### config.mk
export PLATFORM = sky130hd
export DESIGN_NAME = cordic_scheduler
export DESIGN_NICKNAME = d
export VERILOG_FILES = /design/src/rtl/nice_cordic_pkg.sv /design/src/rtl/cordic_scheduler_core.sv /design/src/rtl/cordic_scheduler_rr_arbiter.sv /design/src/rtl/cordic_scheduler.sv
export SDC_FILE = /design/constraint.sdc
export NUM_CORES = 1
export LEC_CHECK = 0
export BUFFER_PORTS_ARGS = -buffer_cell sky130_fd_sc_hd__buf_2
export CORE_ASPECT_RATIO = 0.7
export CORE_MARGIN = 1
export CORE_UTILIZATION = 35
export CTS_CLUSTER_DIAMETER = 200
export DETAILED_ROUTE_END_ITERATION = 10
export HOLD_SLACK_MARGIN = 0.06
export PLACE_DENSITY = 0.62
export SLEW_MARGIN = 15
export SYNTH_ARGS = -nofsm -noshare
export SYNTH_HDL_FRONTEND = slang
export SYNTH_SLANG_ARGS = --single-unit
export TNS_END_PERCENT = 5
### constraint.sdc
create_clock -name clk_i -period 8.4 [get_ports clk_i]
set_input_delay 1.26 -clock clk_i [delete_from_list [all_inputs] [get_ports clk_i]]
set_output_delay 1.26 -clock clk_i [all_outputs]
set_load 0.01 [all_outputs]
### src/rtl/nice_cordic_pkg.sv
// Shared types and timing constants for the CORDIC scheduler and its core.
`timescale 1ns/1ps
package nice_cordic_pkg;

    typedef enum logic [1:0] {
        S_IDLE,
        S_START,
        S_WAIT
    } sched_state_e;

    typedef enum logic [1:0] {
        C_IDLE,
        C_PRE,
        C_ITER,
        C_DONE
    } core_state_e;

    localparam int BIT_WIDTH_IN_DEFAULT = 24;
    localparam int PI_DEFAULT           = 8388607;
    localparam int CORDIC_LATENCY       = BIT_WIDTH_IN_DEFAULT + 2;

    // Extra fractional bits carried in the core's x/y path to keep
    // shift truncation from eroding the radius.
    localparam int ROUND_GUARD_BITS = 2;

    // Cycles from start to done_o for a core of the given width.
    function automatic int cordic_latency(input int bit_width_in);
        return bit_width_in + 2;
    endfunction

    // Cycles after start at which a missing done_o is given up on.
    function automatic int watchdog_limit(input int bit_width_in);
        return cordic_latency(bit_width_in) + 6;
    endfunction

endpackage

### src/rtl/cordic_scheduler_core.sv
// Iterative vectoring CORDIC: (x=sin_i, y=cos_i) -> phase atan2(y,x) and
// gain-scaled radius. One iteration per cycle after a pre-rotation step
// that folds the left half-plane onto the right (+-PI offset).
`timescale 1ns/1ps
module CordicFSM
    import nice_cordic_pkg::*;
#(
    parameter int BIT_WIDTH_IN  = 24,
    parameter int BIT_WIDTH_OUT = 26,
    parameter int PI            = PI_DEFAULT
) (
    input  logic                                      clk_i,
    input  logic                                      reset_i,
    input  logic                                      start_i,
    input  logic [BIT_WIDTH_IN-1:0]                   sin_i,
    input  logic [BIT_WIDTH_IN-1:0]                   cos_i,
    input  logic [BIT_WIDTH_IN-1:0][BIT_WIDTH_IN-1:0] angle_table_i,
    output logic                                      done_o,
    output logic signed [BIT_WIDTH_OUT-1:0]           phi_o,
    output logic signed [BIT_WIDTH_IN:0]              r_o
);

    localparam int G  = ROUND_GUARD_BITS;
    localparam int XW = BIT_WIDTH_IN + 2 + G;
    localparam int IW = $clog2(BIT_WIDTH_IN);
    localparam logic signed [BIT_WIDTH_OUT-1:0] PI_Z      = BIT_WIDTH_OUT'(PI);
    localparam logic        [IW-1:0]            LAST_ITER = IW'(BIT_WIDTH_IN - 1);
    localparam logic signed [XW-1:0]            HALF_LSB  = XW'(2 ** (G - 1));

    core_state_e st_q, st_d;

    logic signed [XW-1:0]            x_q, y_q;
    logic signed [XW-1:0]            x_sh, y_sh, x_rnd;
    logic signed [BIT_WIDTH_OUT-1:0] z_q, ang;
    logic        [IW-1:0]            iter_q;
    logic                            unused_bits;

    assign x_sh  = x_q >>> iter_q;
    assign y_sh  = y_q >>> iter_q;
    assign ang   = {{(BIT_WIDTH_OUT - BIT_WIDTH_IN){angle_table_i[iter_q][BIT_WIDTH_IN-1]}},
                    angle_table_i[iter_q]};
    assign x_rnd = x_q + HALF_LSB;

    assign done_o      = (st_q == C_DONE);
    assign phi_o       = z_q;
    assign r_o         = x_rnd[G +: BIT_WIDTH_IN + 1];
    assign unused_bits = ^{x_rnd[XW-1], x_rnd[G-1:0]};

    // Core state register.
    always_ff @(posedge clk_i or posedge reset_i) begin
        if (reset_i) st_q <= C_IDLE;
        else         st_q <= st_d;
    end

    // Core sequencing: start -> pre-rotate -> BIT_WIDTH_IN iterations -> done.
    always_comb begin
        st_d = st_q;
        unique case (st_q)
            C_IDLE:  if (start_i) st_d = C_PRE;
            C_PRE:   st_d = C_ITER;
            C_ITER:  if (iter_q == LAST_ITER) st_d = C_DONE;
            C_DONE:  st_d = C_IDLE;
            default: st_d = C_IDLE;
        endcase
    end

    // x/y/z datapath; operands are captured only on start in idle.
    always_ff @(posedge clk_i or posedge reset_i) begin
        if (reset_i) begin
            x_q    <= '0;
            y_q    <= '0;
            z_q    <= '0;
            iter_q <= '0;
        end else begin
            unique case (st_q)
                C_IDLE: begin
                    if (start_i) begin
                        x_q    <= {{(XW - BIT_WIDTH_IN - G){sin_i[BIT_WIDTH_IN-1]}}, sin_i, {G{1'b0}}};
                        y_q    <= {{(XW - BIT_WIDTH_IN - G){cos_i[BIT_WIDTH_IN-1]}}, cos_i, {G{1'b0}}};
                        z_q    <= '0;
                        iter_q <= '0;
                    end
                end
                C_PRE: begin
                    if (x_q[XW-1]) begin
                        x_q <= -x_q;
                        y_q <= -y_q;
                        z_q <= y_q[XW-1] ? -PI_Z : PI_Z;
                    end
                end
                C_ITER: begin
                    if (!y_q[XW-1]) begin
                        x_q <= x_q + y_sh;
                        y_q <= y_q - x_sh;
                        z_q <= z_q + ang;
                    end else begin
                        x_q <= x_q - y_sh;
                        y_q <= y_q + x_sh;
                        z_q <= z_q - ang;
                    end
                    iter_q <= iter_q + 1'b1;
                end
                default: ;
            endcase
        end
    end

endmodule

### src/rtl/cordic_scheduler_rr_arbiter.sv
// Round-robin picker: first pending channel at or after rr_ptr, wrapping.
// Purely combinational; the pointer itself lives in the scheduler.
`timescale 1ns/1ps
module rr_arbiter #(
    parameter int N_CH = 4
) (
    input  logic [N_CH-1:0]         pend,
    input  logic [$clog2(N_CH)-1:0] rr_ptr,
    output logic [$clog2(N_CH)-1:0] grant,
    output logic                    any_grant
);

    localparam int CH_W = $clog2(N_CH);

    logic            hi_found;
    logic [CH_W-1:0] hi_idx;
    logic [CH_W-1:0] lo_idx;

    // Descending scan so the last hit is the lowest index: hi_* is the
    // lowest pending channel >= rr_ptr, lo_* the lowest overall (wrap case).
    always_comb begin
        hi_found  = 1'b0;
        hi_idx    = '0;
        lo_idx    = '0;
        any_grant = 1'b0;
        for (int c = N_CH - 1; c >= 0; c--) begin
            if (pend[c]) begin
                any_grant = 1'b1;
                lo_idx    = CH_W'(c);
                if (CH_W'(c) >= rr_ptr) begin
                    hi_found = 1'b1;
                    hi_idx   = CH_W'(c);
                end
            end
        end
        grant = hi_found ? hi_idx : lo_idx;
    end

endmodule

### src/rtl/cordic_scheduler.sv
// Time-shares one CORDIC core between N_CH channels. Each channel has a
// one-deep pending buffer (newest sample wins); a round-robin arbiter picks
// the next channel whenever the scheduler is idle. Results come back tagged
// with the channel index.
//
//  state   | meaning
//  S_IDLE  | no op in flight; latch the winner's operands if anything pends
//  S_START | one-cycle start pulse to the core, operands held stable
//  S_WAIT  | wait for done_o (or watchdog expiry), then back to idle
`timescale 1ns/1ps
module cordic_scheduler
    import nice_cordic_pkg::*;
#(
    parameter int N_CH          = 4,
    parameter int BIT_WIDTH_IN  = 24,
    parameter int BIT_WIDTH_OUT = 26,
    parameter int PI            = PI_DEFAULT
) (
    input  logic                                      clk_i,
    input  logic                                      reset_ni,
    input  logic [N_CH-1:0]                           sample_valid_i,
    input  logic [N_CH-1:0][BIT_WIDTH_IN-1:0]         sin_i,
    input  logic [N_CH-1:0][BIT_WIDTH_IN-1:0]         cos_i,
    input  logic [BIT_WIDTH_IN-1:0][BIT_WIDTH_IN-1:0] angle_table_i,
    input  logic                                      clear_overrun_i,
    output logic                                      result_valid_o,
    output logic [$clog2(N_CH)-1:0]                   result_ch_o,
    output logic signed [BIT_WIDTH_OUT-1:0]           phi_o,
    output logic signed [BIT_WIDTH_IN:0]              r_o,
    output logic [N_CH-1:0]                           overrun_o,
    output logic                                      busy_o
);

    localparam int CH_W = $clog2(N_CH);
    localparam int WD_W = $clog2(BIT_WIDTH_IN + 9);
    // Counter reaches zero exactly watchdog_limit cycles after the start cycle.
    localparam logic [WD_W-1:0] WD_LOAD  = WD_W'(watchdog_limit(BIT_WIDTH_IN) - 1);
    localparam logic [CH_W-1:0] LAST_CH  = CH_W'(N_CH - 1);

    sched_state_e state_q, state_d;

    logic [N_CH-1:0]                   pend_q;
    logic [N_CH-1:0]                   granted;
    logic [N_CH-1:0]                   overrun_set;
    logic [N_CH-1:0][BIT_WIDTH_IN-1:0] hold_sin_q, hold_cos_q;
    logic [BIT_WIDTH_IN-1:0]           op_sin_q, op_cos_q;
    logic [CH_W-1:0]                   op_ch_q, rr_ptr_q, grant_idx;
    logic [WD_W-1:0]                   wd_cnt_q;
    logic                              any_grant, take;
    logic                              core_reset, core_start, core_done, wd_expired;
    logic signed [BIT_WIDTH_OUT-1:0]   core_phi;
    logic signed [BIT_WIDTH_IN:0]      core_r;

    rr_arbiter #(
        .N_CH (N_CH)
    ) u_arb (
        .pend      (pend_q),
        .rr_ptr    (rr_ptr_q),
        .grant     (grant_idx),
        .any_grant (any_grant)
    );

    assign core_reset = ~reset_ni;

    CordicFSM #(
        .BIT_WIDTH_IN  (BIT_WIDTH_IN),
        .BIT_WIDTH_OUT (BIT_WIDTH_OUT),
        .PI            (PI)
    ) u_core (
        .clk_i         (clk_i),
        .reset_i       (core_reset),
        .start_i       (core_start),
        .sin_i         (op_sin_q),
        .cos_i         (op_cos_q),
        .angle_table_i (angle_table_i),
        .done_o        (core_done),
        .phi_o         (core_phi),
        .r_o           (core_r)
    );

    assign take        = (state_q == S_IDLE) && any_grant;
    assign wd_expired  = (state_q == S_WAIT) && (wd_cnt_q == '0);
    assign overrun_set = sample_valid_i & pend_q & ~granted;
    assign busy_o      = (state_q != S_IDLE);

    // One-hot of the channel whose buffer is handed to the core this cycle.
    always_comb begin
        granted = '0;
        for (int c = 0; c < N_CH; c++) begin
            granted[c] = take && (grant_idx == CH_W'(c));
        end
    end

    // Pending buffers; a strobe in the grant cycle re-arms pend, since the
    // core takes the old buffer contents and the new sample must wait.
    always_ff @(posedge clk_i or negedge reset_ni) begin
        if (!reset_ni) begin
            pend_q     <= '0;
            hold_sin_q <= '0;
            hold_cos_q <= '0;
            overrun_o  <= '0;
        end else begin
            for (int c = 0; c < N_CH; c++) begin
                if (sample_valid_i[c]) begin
                    hold_sin_q[c] <= sin_i[c];
                    hold_cos_q[c] <= cos_i[c];
                end
            end
            pend_q    <= sample_valid_i | (pend_q & ~granted);
            overrun_o <= overrun_set | (overrun_o & {N_CH{~clear_overrun_i}});
        end
    end

    // Scheduler state register.
    always_ff @(posedge clk_i or negedge reset_ni) begin
        if (!reset_ni) state_q <= S_IDLE;
        else           state_q <= state_d;
    end

    // Next state and the core start pulse.
    always_comb begin
        state_d    = state_q;
        core_start = 1'b0;
        unique case (state_q)
            S_IDLE:  if (any_grant) state_d = S_START;
            S_START: begin
                core_start = 1'b1;
                state_d    = S_WAIT;
            end
            S_WAIT:  if (core_done || wd_expired) state_d = S_IDLE;
            default: state_d = S_IDLE;
        endcase
    end

    // Operand latch and round-robin pointer advance on each grant.
    always_ff @(posedge clk_i or negedge reset_ni) begin
        if (!reset_ni) begin
            op_sin_q <= '0;
            op_cos_q <= '0;
            op_ch_q  <= '0;
            rr_ptr_q <= '0;
        end else if (take) begin
            op_sin_q <= hold_sin_q[grant_idx];
            op_cos_q <= hold_cos_q[grant_idx];
            op_ch_q  <= grant_idx;
            rr_ptr_q <= (grant_idx == LAST_CH) ? '0 : grant_idx + 1'b1;
        end
    end

    // Watchdog down-counter, armed in the start cycle.
    always_ff @(posedge clk_i or negedge reset_ni) begin
        if (!reset_ni) begin
            wd_cnt_q <= '0;
        end else if (state_q == S_START) begin
            wd_cnt_q <= WD_LOAD;
        end else if ((state_q == S_WAIT) && (wd_cnt_q != '0)) begin
            wd_cnt_q <= wd_cnt_q - 1'b1;
        end
    end

    // Result register: one-cycle valid per completed op, data held after.
    always_ff @(posedge clk_i or negedge reset_ni) begin
        if (!reset_ni) begin
            result_valid_o <= 1'b0;
            result_ch_o    <= '0;
            phi_o          <= '0;
            r_o            <= '0;
        end else begin
            result_valid_o <= (state_q == S_WAIT) && core_done;
            if ((state_q == S_WAIT) && core_done) begin
                result_ch_o <= op_ch_q;
                phi_o       <= core_phi;
                r_o         <= core_r;
            end
        end
    end

endmodule

# Word-level counts from Yosys, hierarchy flattened
# Cells that the tools add are included.
[word_totals]
input_bits = 775
regBits = 403
word_cells = 147
output_inout_bits = 59
[op_classes]
mux = 56
n_shift = 2
n_bitwise = 8
order_cmp = 6
n_eq_ne = 14
reduce_logical = 23
addsub = 12
[ops]
columns = ["operator", "n"]
rows = [
  ["two-way mux 28 bit", 6],
  ["one-hot mux 28 bit (3 select lines)", 2],
  ["binary-select mux 24 bit (select 5 bit)", 1],
  ["two-way mux 26 bit", 4],
  ["binary-select mux 24 bit (select 2 bit)", 2],
  ["one-hot mux 26 bit (3 select lines)", 1],
  ["two-way mux 24 bit", 3],
  ["adder 28 bit", 2],
  ["negation 28 bit", 2],
  [">>> shifter 28 x 5 -> 28 bit", 2],
  ["subtractor 28 bit", 2],
  ["two-way mux 2 bit", 18],
  ["adder 27 x 3 -> 27 bit (second input constant)", 1],
  ["adder 26 x 24 -> 26 bit", 1],
  ["subtractor 26 x 24 -> 26 bit", 1],
  ["AND 4 bit", 4],
  ["two-way mux 1 bit", 13],
  ["two-way mux 6 bit", 2],
  ["equality test 2 bit (second input constant)", 5],
  ["one-hot mux 5 bit (2 select lines)", 1],
  ["logical AND 1 bit", 8],
  ["bitwise OR 4 bit", 2],
  ["one-hot mux 2 bit (4 select lines)", 1],
  ["AND reduction 2 bit", 4],
  ["other kinds (22)", 33],
]

# Logic depth before layout (Yosys ltp)
# Gate-level depths: netlist of run 1.
[logic_depth]
ltp_word = 15
depth_mapped = 30
ltp_nobuf = 24

# Hierarchy
# Synthesis of run 1 repeated with hierarchy kept, for this count alone.
[hier_totals]
cells_unflattened = 3231
hier_area_um2 = 33176.8
[modules_own_cells]
columns = ["mod", "area_each_um2", "cells_each", "seq_area_each_um2", "instances"]
rows = [
  ["CordicFSM", 20108.0, 2327, 2227.1, 1],
  ["cordic_scheduler", 12995.0, 890, 7857.5, 1],
  ["rr_arbiter", 73.8, 14, 0.0, 1],
]

# Worst setup path before layout of run 1
# OpenSTA, ideal clock, no wires.
[synth_timing]
kind = "reg-to-reg"
from = "register u_core.iter_q[1]"
to = "register u_core.x_q[26]"
t_required_ps = 8331
period_less_slack_ps = 5944
setup_ps = 69
n_path_buf = 6
arrival_ps = 5875
path_slack_ps = 2456
stages_incl_launch_ff = 31
cell_sequence = "dfrtp_1 buf_6 buf_6 buf_6 buf_2 buf_2 buf_2 mux4_2 and2_1 a211oi_1 a21oi_1 a21oi_1 ha_1 and3_1 nor2b_1 nor2b_1 nand2_1 o21ai_0 nand2_1 o21ai_0 ha_1 nand2_1 nand2b_1 a21o_1 a221oi_1 o21ai_0 a221oi_1 o21ai_0 a21o_1 or4_1 nand3_1"
[synth_via]
elab_chain_cells = 4
word_cells_on_any_way = 5
cone_classes = "add/sub: 2; shift: 1; mux: 2"
[synth_lines]
columns = ["element", "line", "rtl"]
rows = [
  ["start: declaration", "cordic_scheduler_core.sv:35", "logic [IW-1:0] iter_q;"],
  ["start signal: assignment", "cordic_scheduler_core.sv:101", "iter_q <= iter_q + 1'b1;"],
  [">>> shifter 28 x 5 -> 28 bit (*)", "cordic_scheduler_core.sv:39", "assign y_sh = y_q >>> iter_q;"],
  ["adder 28 bit or subtractor 28 bit (tied branches)", "cordic_scheduler_core.sv:93, cordic_scheduler_core.sv:97", ""],
  ["two-way mux 28 bit (*)", "cordic_scheduler_core.sv:92", "if (!y_q[XW-1]) begin"],
  ["one-hot mux 28 bit (3 select lines) (*)", "cordic_scheduler_core.sv:75", "unique case (st_q)"],
  ["end signal: assignment", "cordic_scheduler_core.sv:78", "x_q <= {{(XW - BIT_WIDTH_IN - G){sin_i[BIT_WIDTH_IN-1]}}, sin_i, {G{1'b0}}};"],
  ["end signal: assignment", "cordic_scheduler_core.sv:93", "x_q <= x_q + y_sh;"],
  ["end signal: assignment", "cordic_scheduler_core.sv:97", "x_q <= x_q - y_sh;"],
  ["end: declaration", "cordic_scheduler_core.sv:32", "logic signed [XW-1:0] x_q, y_q;"],
]
# Every way passes the cells marked *; elsewhere a longest branch is shown, timed or not.
# A chain may end at the register's enable or synchronous reset.

# Worst setup path after layout of run 1
[layout_timing]
from = "register u_core.iter_q[2]"
to = "register u_core.z_q[25] (netlist: u_core.phi_o[25])"
[layout_via]
elab_chain_cells = 5
word_cells_on_any_way = 6
cone_classes = "add/sub: 2; mux: 4"
[layout_lines]
columns = ["element", "line", "rtl"]
rows = [
  ["binary-select mux 24 bit (select 5 bit) (*)", "cordic_scheduler_core.sv:40, cordic_scheduler_core.sv:41", ""],
  ["two-way mux 24 bit (not written as such) (*)", "cordic_scheduler_core.sv:40, cordic_scheduler_core.sv:41", ""],
  ["adder 26 x 24 -> 26 bit or subtractor 26 x 24 -> 26 bit (tied branches)", "cordic_scheduler_core.sv:95, cordic_scheduler_core.sv:99", ""],
  ["two-way mux 26 bit (*)", "cordic_scheduler_core.sv:92", ""],
  ["one-hot mux 26 bit (3 select lines) (*)", "cordic_scheduler_core.sv:75", ""],
  ["end signal: assignment", "cordic_scheduler_core.sv:88", "z_q <= y_q[XW-1] ? -PI_Z : PI_Z;"],
  ["end signal: assignment", "cordic_scheduler_core.sv:95", "z_q <= z_q + ang;"],
  ["end signal: assignment", "cordic_scheduler_core.sv:99", "z_q <= z_q - ang;"],
  ["end: declaration", "cordic_scheduler_core.sv:34", "logic signed [BIT_WIDTH_OUT-1:0] z_q, ang;"],
]
# Every way passes the cells marked *; elsewhere a longest branch is shown, timed or not. The select of a mux whose other input is x is not followed.

==> results of run 1 <==
## cell usage in the layout (no fill, tap or decap), drive strengths merged, types with 22 or more instances in the layout
| cell type | n |
|---|---|
| nor2 | 182 |
| nand3 | 103 |
| a31oi | 29 |
| a221oi | 40 |
| a22oi | 22 |
| ha | 102 |
| mux4 | 176 |
| xnor2 | 119 |
| mux2 | 226 |
| inv | 70 |
| a21o | 42 |
| a21oi | 170 |
| mux2i | 95 |
| o31ai | 27 |
| o22ai | 23 |
| diode | 28 |
| nor3 | 81 |
| o21ai | 274 |
| nand2b | 23 |
| xor2 | 69 |
| and3 | 27 |
| clkbuf | 62 |
| buf | 898 |
| dfrtp | 403 |
| nand2 | 630 |
## Yosys cell counts (42+ instances only)
master,n
nand2_1,629
mux2_2,226
nor3_1,77
dfrtp_1,403
mux2i_1,94
xor2_1,69
inv_1,69
mux4_2,155
clkbuf_1,167
nor2_1,180
xnor2_1,119
o21ai_0,266
a21oi_1,169
a21o_1,42
ha_1,102
nand3_1,102
## layer usage
layer	share of wire	vias up
met3	0.14	207
met5	0.0020	-
li1	-	14300
met4	0.020	46
met1	0.44	15700
met2	0.40	1703
## cells by family after synthesis
kind of cell | after synthesis
muxes | 497
AOI/OAI and AO/OA | 795
and+or+nand+nor | 1180
xor gates and xnor gates | 188
adders and majority gates | 105
DFF | 403
buffers and inverters | 339
## sequential cells by signal, summed over array words and instances, names as in the netlist
register	cells
wd_cnt_q	6
op_cos_q	24
phi_o	26
result_valid_o	1
op_sin_q	24
u_core.st_q	2
overrun_o	4
result_ch_o	2
u_core.x_q	28
hold_sin_q	96
r_o	25
u_core.phi_o	26
rr_ptr_q	2
pend_q	4
op_ch_q	2
hold_cos_q	96
u_core.iter_q	5
u_core.y_q	28
state_q	2
## path summary, 6_finish.rpt
kind / slack [ns] / depth (start not counted) / from / to
max: 1.08 / 23 / u_core.iter_q[2]$_DFFE_PN0P_ / u_core.phi_o[25]$_DFFE_PN0P_
max reg2reg: 1.08 / 23 / u_core.iter_q[2]$_DFFE_PN0P_ / u_core.phi_o[25]$_DFFE_PN0P_
min reg2reg: 0.47 / 2 / op_ch_q[1]$_DFFE_PN0P_ / result_ch_o[1]$_DFFE_PN0P_
max in group asynchronous: 6.25 / 2 / reset_ni / u_core.y_q[27]$_DFFE_PN0P_
min in group asynchronous: 0.71 / 1 / reset_ni / hold_sin_q[69]$_DFFE_PN0P_
min: 0.47 / 2 / op_ch_q[1]$_DFFE_PN0P_ / result_ch_o[1]$_DFFE_PN0P_
## metrics by stage
stage                     instances  hold slack (ns)
after CTS                      5455            0.475
after global placement         5376            0.449
final                          5483            0.470
after global routing           5465            0.485
after floorplan                3507            0.439
after detailed placement       5376            0.457
## where the power goes
group          internal, mW  total, mW  switching, mW
clock                  1.09       1.95          0.862
sequential             2.46       3.29          0.830
combinational          3.25       7.06           3.82
## tightest hold or removal path: stages (launching register included)
cell,delay [ns]
dfrtp_1,0.34
nand2_1,0.05
nand2_1,0.05
## final cells by class
class	instances	area, um2
fillers	9203	52900
multi-input cells	2765	21000
flip-flops and latches	403	10100
repair buffers	898	4740
well taps	1235	1550
clock buffers	62	1230
inverters	75	283
clock inverters	17	198
diodes	28	70.1
==> reports/metrics.cfg, run 1 <==
[layout]
drive_gt1_frac = 0.333
design_area_um2 = 39100
fin_nets = 5066
area_growth_pct = 20.1
fin_util = 0.425

[worst_setup_path]
startpoint_type = register
cp_max_fo = 38
crit_arrival_ns = 7.79
timing.setup.critical_path_class = register to register
cp_slowest_stage_delay_ns = 0.95
crit_chain = clkinv_2 > buf_12 > nor2_1 > a22oi_1 > o211ai_1 > inv_1 > ha_1 > and2_1 > and3_1 > and4_1 > a21oi_1 > xor2_1 > ha_1 > a21oi_1 > o21ai_0 > or3b_2 > a41oi_1 > nor3_1 > a2111oi_0 > nor3_1 > xnor2_1 > nor3b_1 > a211o_1
crit_required_ns = 8.87
path_buf_inv = 3
slowest_stage = nor2_1
cpLargestDelayFamily = simple AND/OR/NAND/NOR gates
endpoint_kind = register

[synth]
synth_flop_cell = dfrtp_1
synth_top_family_by_area = multiplexers
synth_seq_cells = 403
synth_area_leaders = dfrtp_1 31%, mux4_2 11%, mux2_2 7.8%
syn_area_um2 = 32600
synth-compound-area-share = 0.156
synth_xor_area_frac = 0.0506
synth.top_cell.area_share = 0.310
synth.distinct_cells = 100
synth.net_count = 4387
synth_edf_count = 0
syn_area_per_cell_um2 = 9.28
syn_inst = 3507
synth_warnings = 0
async_flop_share = 1.00
yosys.area_share.adder = 0.0410
synth.mux.area_fraction = 0.232
synth-simple-area-share = 0.162
synth_area_leader_cell = dfrtp_1
seq_area_frac_synth = 0.310

[route]
drc = 0
vias = 31900
avgViaCountPerCell = 5.82
first_pass_iters = 7
detail-route-antenna-nets = 0
wl_mm = 154
drt_iter0_markers = 3768
wl_per_cell_um = 28.1

[flow_run]
drv_cap = 0

[timing]
setup_viol_count_final = 0
hold_viol = 0
max_clock_freq_mhz = 137
skew_ns = 0.0378
slew_headroom = 0.178
min_period_ns = 7.32
worst_pin_slew_ns = 1.22
slew_viol_final = 0
fin_ws_ns = 1.08
post-route-period-util = 0.871
rsz0062_at_grt = no
finalSetupTns_ns = 0

[place]
gp_congestion = 1.01
place_ws_ns = 1.43
io_buffers = 833
dpl_cell_area_um2 = 37600
place_hpwl_mm = 124

[floorplan]
io_pins = 834
num_rows = 93
initial_core_util = 0.354
core_area_um2 = 92000
dieArea_um2 = 94300
die_x_um = 367
die_y_um = 257

[global_routing]
antenna_found_initial = 59
met2_usage = 0.430
grt_use_met3 = 0.134
grt.busiest_layer = met1
grt_max_degree = 136
grt_pass1_wl_mm = 219
grtUsageTotal = 0.318
use_met1 = 0.464
overflow = 0
grt_pass1_vias = 29600

[power]
power_leakage_nw = 17.5
power_density_nw_per_um2 = 315
vdd_drop_max_v = 0.000186
total_power_mw = 12.3

[worst_hold_path]
hp-class = register to register

[clock_network]
cts_tree = yes
hold_buffers = 0
post_cts_buffers = 0
cts_buffers = 43
htree_num_levels = 2
clk_pin_slew_ns = 0.07
cts-resized-gates = 0
clk_latency_ns = 0.61
clkSinkCount = 403
ctsLongestPathBuffers = 3
clock-root-buffer = clkbuf_16

[run_status]
status = completed

No activity file was read; power rests on OpenSTA's default activity.
==> run 2: changes to the inputs <==
--- a/config.mk
+++ b/config.mk
@@ -6,13 +6,15 @@
 export NUM_CORES = 1
 export LEC_CHECK = 0
 export BUFFER_PORTS_ARGS = -buffer_cell sky130_fd_sc_hd__buf_2
+export CELL_PAD_IN_SITES_DETAIL_PLACEMENT = 0
+export CELL_PAD_IN_SITES_GLOBAL_PLACEMENT = 2
 export CORE_ASPECT_RATIO = 0.7
 export CORE_MARGIN = 1
-export CORE_UTILIZATION = 35
+export CORE_UTILIZATION = 33
 export CTS_CLUSTER_DIAMETER = 200
 export DETAILED_ROUTE_END_ITERATION = 10
 export HOLD_SLACK_MARGIN = 0.06
-export PLACE_DENSITY = 0.62
+export PLACE_DENSITY = 0.87
 export SLEW_MARGIN = 15
 export SYNTH_ARGS = -nofsm -noshare
 export SYNTH_HDL_FRONTEND = slang
==> run 2 against run 1 <==
Net effect: global-route usage shrank 2.4 points; highest routed layer unchanged; die area grew 6.0%; register-to-register slack gained 0.10 ns; critical endpoint unchanged; flip-flop and latch count is the same; largest cell class unchanged; routed wire length shrank 1.1%; utilization shrank 2.1 points; first-iteration DRC count shrank 3.3%; setup slack gained 0.10 ns; sequential share of layout area is essentially flat; via count shrank 0.64%.
==> reports/metrics.cfg, run 2 (same netlist as run 1, synthesis figures left out) <==
[timing]
fin_ws_ns = 1.18  ; was 1.08 ns
slew_viol_final = 0  ; unchanged
worst_pin_slew_ns = 1.27  ; was 1.22 ns
finalSetupTns_ns = 0  ; unchanged
max_clock_freq_mhz = 139  ; was 137 MHz
rsz0062_at_grt = no  ; unchanged
setup_viol_count_final = 0  ; unchanged
min_period_ns = 7.22  ; was 7.32 ns
post-route-period-util = 0.859  ; was 0.871
skew_ns = 0.0252  ; was 0.0378 ns
slew_headroom = 0.147  ; was 0.178
whs_ns = 0.474  ; was 0.470 ns
hold_viol = 0  ; unchanged

[route]
drc = 0  ; unchanged
vias = 31700  ; was 31900
wl_mm = 152  ; was 154 mm
avgViaCountPerCell = 5.73  ; was 5.82
drt_iter0_markers = 3643  ; was 3768
wl_per_cell_um = 27.5  ; was 28.1 um
first_pass_iters = 8  ; was 7
detail-route-antenna-nets = 0  ; unchanged

[worst_setup_path]
crit_cells = 21  ; was 23
crit_chain = buf_4 > mux4_2 > mux2i_1 > o221ai_1 > nor3_2 > nand3_2 > nor4_2 > nor2_1 > xor2_1 > ha_1 > a21o_1 > a21oi_1 > o21ai_0 > or3b_2 > a41oi_1 > nor3_1 > a2111oi_0 > nor3_1 > xnor2_1 > nor3b_1 > a211o_1  ; was clkinv_2 > buf_12 > nor2_1 > a22oi_1 > o211ai_1 > inv_1 > ha_1 > and2_1 > and3_1 > and4_1 > a21oi_1 > xor2_1 > ha_1 > a21oi_1 > o21ai_0 > or3b_2 > a41oi_1 > nor3_1 > a2111oi_0 > nor3_1 > xnor2_1 > nor3b_1 > a211o_1
crit_required_ns = 8.88  ; was 8.87 ns
reg2reg_slack_ns = 1.18  ; was 1.08 ns
cpLargestDelayFamily = simple AND/OR/NAND/NOR gates  ; unchanged
cp_common_cell = nor3_1
timing.setup.critical_path_class = register to register  ; unchanged
endpoint_kind = register  ; unchanged
cp_max_fo = 56  ; was 38
path_buf_inv = 1  ; was 3
reg2reg_depth = 21  ; was 23
crit_arrival_ns = 7.69  ; was 7.79 ns
slowest_stage = dfrtp_4  ; was nor2_1
crit_start = u_core.iter_q[1]$_DFFE_PN0P_  ; was u_core.iter_q[2]$_DFFE_PN0P_
startpoint_type = register  ; unchanged
cp_slowest_stage_delay_ns = 1.11  ; was 0.95 ns
r2r_start = u_core.iter_q[1]$_DFFE_PN0P_  ; was u_core.iter_q[2]$_DFFE_PN0P_

[clock_network]
post_cts_buffers = 0  ; unchanged
clk_pin_slew_ns = 0.07  ; about the same
ctsLongestPathBuffers = 3  ; unchanged
htree_num_levels = 2  ; unchanged
clock-root-buffer = clkbuf_16  ; unchanged
clk_latency_ns = 0.61  ; about the same
cts_tree = yes  ; unchanged
hold_buffers = 0  ; unchanged
cts-resized-gates = 0  ; unchanged
cts_buffers = 44  ; was 43
clkSinkCount = 403  ; unchanged

[place]
place_hpwl_mm = 119  ; was 124 mm
gp_congestion = 0.994  ; was 1.01
placed_cells = 5444  ; was 5376
io_buffers = 833  ; unchanged
place_ws_ns = 1.30  ; was 1.43 ns
dpl_cell_area_um2 = 37700  ; was 37600 um2

[worst_hold_path]
hold_depth = 2  ; unchanged
min_from = phi_o[14]$_DFFE_PN0P_  ; was op_ch_q[1]$_DFFE_PN0P_
hp-class = register to register  ; unchanged

[floorplan]
initial_core_util = 0.336  ; was 0.354
core_area_um2 = 96900  ; was 92000 um2
die_y_um = 265  ; was 257 um
num_rows = 95  ; was 93
dieArea_um2 = 99900  ; was 94300 um2
die_x_um = 377  ; was 367 um
io_pins = 834  ; unchanged

[global_routing]
grt_pass1_wl_mm = 215  ; was 219 mm
antenna_found_initial = 41  ; was 59
overflow = 0  ; unchanged
grtUsageTotal = 0.294  ; was 0.318
grt_pass1_vias = 29700  ; was 29600
grt_max_degree = 150  ; was 136

[layout]
design_area_um2 = 39200  ; was 39100 um2
fin_util = 0.404  ; was 0.425
area_growth_pct = 20.3  ; was 20.1%
drive_gt1_frac = 0.331  ; was 0.333
most-common-layout-cells = 831 x buf_2, 629 x nand2_1, 398 x dfrtp_1, 266 x o21ai_0, 226 x mux2_2  ; was 832 x buf_2, 629 x nand2_1, 398 x dfrtp_1, 266 x o21ai_0, 226 x mux2_2
top_regs = hold_cos_q x96, hold_sin_q x96  ; unchanged
fin_nets = 5061  ; was 5066
final_cells = 5534  ; was 5483
layout_commonest_cell = buf_2  ; unchanged

[power]
vdd_drop_max_v = 0.000192  ; was 0.000186 V
total_power_mw = 12.5  ; was 12.3 mW
power_leakage_nw = 17.5  ; about the same
power_density_nw_per_um2 = 318  ; was 315 nW/um2

[run_status]
status = completed  ; unchanged

[flow_run]
drv_cap = 0  ; unchanged

-- run 2: cell count changes in the layout (fill, tap and decap cells not counted), sizes merged --
cell	before	now
clkinv	18	16
diode	28	12
buf	898	892
clkbuf	62	63
-- run 2: power breakdown --
group | total (mW) | internal, mW | leakage [nW] | switching [mW]
logic | 7.14 | 3.26 | 12.1 | 3.89
clock network | 2.00 | 1.11 | 0.698 | 0.890
registers | 3.31 | 2.46 | 4.69 | 0.854
total | 12.5 | 6.82 | 17.5 | 5.63
-- run 2: final timing paths --
path	endpoint
max in group asynchronous	hold_cos_q[40]$_DFFE_PN0P_
max	u_core.phi_o[25]$_DFFE_PN0P_
min	phi_o[14]$_DFFE_PN0P_
min in group asynchronous	hold_sin_q[19]$_DFFE_PN0P_
min reg2reg	phi_o[14]$_DFFE_PN0P_
max reg2reg	u_core.phi_o[25]$_DFFE_PN0P_
-- run 2: layer usage --
metal | GRT usage | vias to the layer above | wire [um]
met5 | 0 | - | 288
met4 | 0.0389 | 48 | 2100
met3 | 0.110 | 193 | 19000
met2 | 0.388 | 1579 | 59500
met1 | 0.453 | 15600 | 71500
li1 | - | 14300 | -
-- run 2: worst min-delay path, stage by stage (launching register included) --
cell and delay [ns]:
dfrtp_1 0.34, nand2_1 0.05, nand2_1 0.06
-- run 2: cell type report --
type                    instances  area [um2]
multi-input cells            2765       20900
well taps                    1309        1640
flip-flops and latches        403       10100
inverters                      75         284
clock inverters                15         181
repair buffers                892        4740
diodes                         12        30.0
fillers                      9825       57700
clock buffers                  63        1250
